===== src/rtl/clk_gate_ctrl.sv =====
// Idle-detect clock-gate controller: requests shutdown after IDLE_CYCLES idle cycles,
// gates on ack, and re-enables on wake with a WAKE_CYCLES settle delay. Optional macro: CLK_GATE_CTRL_FORCE_EN.
module clk_gate_ctrl #(
   parameter int IDLE_CYCLES = 16,
   parameter int WAKE_CYCLES = 2
) (
   input  logic clk_i,
   input  logic rst_an_i,
   input  logic busy_i,
   input  logic wake_i,
   input  logic off_ack_i,
`ifdef CLK_GATE_CTRL_FORCE_EN
   input  logic force_i,
`endif
   output logic ena_o,
   output logic off_req_o,
   output logic rdy_o
);

   typedef enum logic [1:0] {
      ST_RUN  = 2'd0,
      ST_REQ  = 2'd1,
      ST_OFF  = 2'd2,
      ST_WAKE = 2'd3
   } state_t;

   localparam logic [7:0] IDLE_LAST = 8'(IDLE_CYCLES - 1);
   localparam logic [3:0] WAKE_LOAD = (WAKE_CYCLES == 0) ? 4'd0 : 4'(WAKE_CYCLES - 1);

   state_t     state_r, state_nxt_s;
   logic [7:0] cnt_r, cnt_nxt_s;
   logic [3:0] wcnt_r, wcnt_nxt_s;
   logic       ena_r, rdy_r, off_req_r;
   logic       ena_nxt_s, rdy_nxt_s, off_req_nxt_s;
   logic       busy_s, wake_s, idle_s;

`ifdef CLK_GATE_CTRL_FORCE_EN
   // Debug/scan override looks like a busy, waking consumer in every state.
   assign busy_s = busy_i | force_i;
   assign wake_s = wake_i | force_i;
`else
   assign busy_s = busy_i;
   assign wake_s = wake_i;
`endif
   assign idle_s = !busy_s && !wake_s;

   // Next-state, counter and output decode.
   always_comb begin
      state_nxt_s   = state_r;
      cnt_nxt_s     = 8'd0;
      wcnt_nxt_s    = wcnt_r;
      case (state_r)
         ST_RUN: begin
            if (idle_s) begin
               if (cnt_r == IDLE_LAST) begin
                  state_nxt_s = ST_REQ;
                  cnt_nxt_s   = 8'd0;
               end else begin
                  cnt_nxt_s   = cnt_r + 8'd1;
               end
            end else begin
               cnt_nxt_s = 8'd0;
            end
         end
         ST_REQ: begin
            // Abort wins over a simultaneous acknowledge.
            if (busy_s || wake_s) begin
               state_nxt_s = ST_RUN;
            end else if (off_ack_i) begin
               state_nxt_s = ST_OFF;
            end else begin
               state_nxt_s = ST_REQ;
            end
         end
         ST_OFF: begin
            if (wake_s) begin
               if (WAKE_CYCLES == 0) begin
                  state_nxt_s = ST_RUN;
               end else begin
                  state_nxt_s = ST_WAKE;
                  wcnt_nxt_s  = WAKE_LOAD;
               end
            end else begin
               state_nxt_s = ST_OFF;
            end
         end
         ST_WAKE: begin
            if (wcnt_r == 4'd0) begin
               state_nxt_s = ST_RUN;
            end else begin
               wcnt_nxt_s  = wcnt_r - 4'd1;
            end
         end
         default: begin
            state_nxt_s = ST_RUN;
            wcnt_nxt_s  = 4'd0;
         end
      endcase

      ena_nxt_s     = (state_nxt_s != ST_OFF);
      rdy_nxt_s     = (state_nxt_s == ST_RUN) || (state_nxt_s == ST_REQ);
      off_req_nxt_s = (state_nxt_s == ST_REQ);
   end

   // State, counters and registered outputs; reset re-enables the clock at once.
   always_ff @(posedge clk_i or negedge rst_an_i) begin
      if (!rst_an_i) begin
         state_r   <= ST_RUN;
         cnt_r     <= 8'd0;
         wcnt_r    <= 4'd0;
         ena_r     <= 1'b1;
         rdy_r     <= 1'b1;
         off_req_r <= 1'b0;
      end else begin
         state_r   <= state_nxt_s;
         cnt_r     <= cnt_nxt_s;
         wcnt_r    <= wcnt_nxt_s;
         ena_r     <= ena_nxt_s;
         rdy_r     <= rdy_nxt_s;
         off_req_r <= off_req_nxt_s;
      end
   end

   assign ena_o     = ena_r;
   assign rdy_o     = rdy_r;
   assign off_req_o = off_req_r;

endmodule


===== config.mk =====
export PLATFORM = sky130hd
export DESIGN_NAME = clk_gate_ctrl
export DESIGN_NICKNAME = d
export VERILOG_FILES = /design/src/rtl/clk_gate_ctrl.sv
export SDC_FILE = /design/constraint.sdc
export NUM_CORES = 1
export LEC_CHECK = 0
export ABC_AREA = 1
export CAP_MARGIN = 40
export CORE_MARGIN = 3
export CORE_UTILIZATION = 49
export DETAILED_ROUTE_END_ITERATION = 8
export PLACE_DENSITY_LB_ADDON = 0.25
export SLEW_MARGIN = 20
export SYNTH_ARGS = -nofsm -noshare
export SYNTH_HDL_FRONTEND = slang
export SYNTH_SLANG_ARGS = --single-unit

===== constraint.sdc =====
create_clock -name clk_i -period 1.3 [get_ports clk_i]
set_clock_uncertainty 0.1 [all_clocks]
set_input_delay 0.195 -clock clk_i [delete_from_list [all_inputs] [get_ports clk_i]]
set_output_delay 0.195 -clock clk_i [all_outputs]
set_load 0.01 [all_outputs]

==> flow_summary.toml <==
[run_status]
outcome = "complete, no violations"

[synthesis]
netlist_top_cells_area = "dfrtp_1 42%, nand2_1 9.3%, inv_1 8.0%"
avgSynthCellArea_um2 = 7.99
yosys_warnings = 0
syn-instance-count = 111
synth_fp_nets = 118
synth_xor_area_share_pct = 0
synthSimpleGateAreaFrac_pct = 34.7
synth_top_family_by_area = "simple AND/OR/NAND/NOR gates"
synth_seq_area_share_pct = 48.2
synth_cell_types = 19
synthAdderAreaFrac_pct = 2.82
synth_compound_area_share_pct = 5.64
synth_top_area_share_pct = 42.3
synth.cell_area_um2 = 887
ys_ff_latch = 17
synth_top_cell_by_area = "dfrtp_1"
synthMuxAreaShare_pct = 0

[clock_network]
clk_latency_ns = 0.29
clockBufferDepth = 2
htree_num_levels = 1
ctsRootBufferMaster = "clkbuf_4"
cts_buffers = 3
clk_pin_slew_ns = 0.09
cts.sink_count = 17
cts_tree = "built"

[worst_setup_path]
cp-end-kind = "flop"
required_ns = 1.43
rr_worst_depth = 7
r2r_slack_ns = 0.04
timing.rr.start = "cnt_r[0]$_DFF_PN0_"
critPathMaxStageDelay_ns = 0.40
arrival_ns = 1.40
r2r_end = "off_req_o$_DFF_PN0_"
crit_path_frequent_cell = "nor2_4"
crit_path_max_fanout = 6
start_kind = "flop"
critPathSlowestCell = "dfrtp_1"
crit_chain = "ha_4 > nand2_4 > nor2_4 > nand3_4 > nor2_4 > nor2_4 > nor2_2"
worstSetupPathType = "flop to flop"

[die]
design.portCount = 8
die_w_um = 48.6
chipHeight_um = 48.6
coreArea_um2 = 1610
rows = 14
start_util_pct = 55.0
die-area_um2 = 2360

[timing]
period_needed_ns = 1.26
slew_viol_final = 0
hold_viol_final = 0
setup_viol = 0
rsz0062_at_grt = "true"
worst_pin_slew_ns = 0.242
finalCritPeriodShare_pct = 97.0
setup_slack_ns = 0.0386
slew_headroom_pct = 83.8
fmax_ghz = 0.793

[global_route]
overflow = 0
grt_pass1_vias = 714
grt_pass1_wl_um = 3040
antenna_found_initial = 0
grt_usage_pct = 16.9
grt_start_max_net_pins = 18

[routing]
vias_per_cell = 4.85
routedWlPerCell_um = 11.1
drt_iter0_drc = 12
wl_um = 1720
dr.pass1.iters = 5
drc_errors = 0
routed-via-count = 752
antenna_left = 0

[placed_design]
place_ws_ns = -0.169
gp_congestion = 0.819
placed_cells = 149
post-dp-hpwl_um = 1220
io_buffers = 7
placed_cell_area_um2 = 1040

[layout]
fin_util_pct = 71.0
area_growth_pct = 28.9
instances_no_fill = 155
stdcell_area_um2 = 1140
num_antenna_cells = 0
drive_gt1_share_pct = 31.3
fin_nets = 139

[pwr]
leakagePower_nw = 0.560
cellPowerDensity_nw_per_um2 = 758
peakVddDrop_mv = 0.629

[hold_path]
hp-class = "input pin to asynchronous set/reset pin"

[run]
cap_violations = 0
-- flip-flops by register name, summed over array words and instances (netlist names) --
register,cells
wcnt_r,4
rdy_o,1
cnt_r,8
off_req_o,1
state_r,2
ena_o,1
-- synthesized netlist by cell type --
cell and instances:
inv_1 19, nand3_4 1, nor2_4 2, a21oi_1 3, nand3_1 9, o21ai_0 3, dfstp_2 2, nor2_2 4
nand2_2 4, o211ai_1 1, a31oi_1 1, ha_1 2, nand4_1 2, nor2_1 18, o22ai_1 1, dfrtp_1 15
nand2_1 22, clkinv_2 1, nand3_2 1
-- worst max-delay path by stage --
stage / startpoint / endpoint / depth (start not counted)
floorplan: wcnt_r[0]$_DFFE_PN0P_ / state_r[0]$_DFF_PN0_ / 7
global placement: wake_i / cnt_r[6]$_DFF_PN0_ / 6
detailed placement: wake_i / cnt_r[6]$_DFF_PN0_ / 6
CTS: cnt_r[0]$_DFF_PN0_ / off_req_o$_DFF_PN0_ / 7
global route: cnt_r[0]$_DFF_PN0_ / off_req_o$_DFF_PN0_ / 7
finish: cnt_r[0]$_DFF_PN0_ / off_req_o$_DFF_PN0_ / 7
-- worst max-delay path, delay by kind of cell (launching register included) --
family | cells | cell delay, ns
AND/OR/NAND/NOR | 6 | 0.54
flip-flops | 1 | 0.40
adder cells (fa/ha/maj) | 1 | 0.16
-- cell usage in the layout (no fill, tap or decap), types with 2 or more instances in the layout --
cell	Yosys	final
nor2_2	4	4
dfrtp_1	15	15
clkbuf_4	0	3
nor2_4	2	4
inv_1	19	16
buf_4	0	9
nand3_1	9	9
nor2_1	18	16
inv_2	0	3
nand4_1	2	2
nand2_1	22	20
a21oi_2	0	2
nand2_2	4	3
nand2_4	0	3
buf_2	0	2
ha_4	0	2
o21ai_0	3	3
dfstp_2	2	2
clkdlybuf4s50_1	0	4
-- power breakdown --
group	internal [mW]	leakage (nW)	switching, mW
Clock	0.119	0.0150	0.163
Combinational	0.0229	0.331	0.0269
Sequential	0.532	0.214	0.00291
Total	0.674	0.560	0.193
-- metrics by stage --
| step | total power [mW] | hold slack (ns) | TNS (ns) |
|---|---|---|---|
| final | 0.866 | 0.119 | 0 |
| after global routing | 0.910 | 0.139 | -0.174 |
| after CTS | 0.881 | 0.118 | 0 |
| after detailed placement | 0.591 | 0.436 | -1.40 |
| after global placement | 0.591 | 0.421 | -1.14 |
| after floorplan | 0.558 | -0.201 | 0 |
-- area by class of cell --
cell class                 instances  area (µm²)
sequential                        17         428
tap                               24        30.0
multi-input combinational         74         457
clock buffer                       4        26.3
inverter                          20        76.3
fill                             151         468
timing repair buffer              16         126
-- layer usage --
layer | global-route usage [%] | share of wire, % | up-vias | routed length [µm]
met5 | 0 | 0 | - | 0
met4 | 9.95 | 3.1 | 0 | 53
met3 | 2.45 | 3.5 | 9 | 61
met2 | 27.1 | 48 | 15 | 828
met1 | 21.8 | 45 | 341 | 780
li1 | - | - | 387 | -
-- repair_timing --
action                                  in CTS  in global routing
pin swaps                                    1                  2
hold endpoints to repair                     0                  0
resized for setup                           16                 11
cloned                                       0                  0
setup buffers                                0                  2
endpoints found under the setup margin       6                 15
hold buffers                                 0                  0
-- kinds of logic after synthesis --
kind of cell    after synthesis
compound gates                9
fa+ha+maj                     2
buf+inv                      20
flops                        17
simple gates                 63
Note: power is estimated with default switching activity, not from simulation.
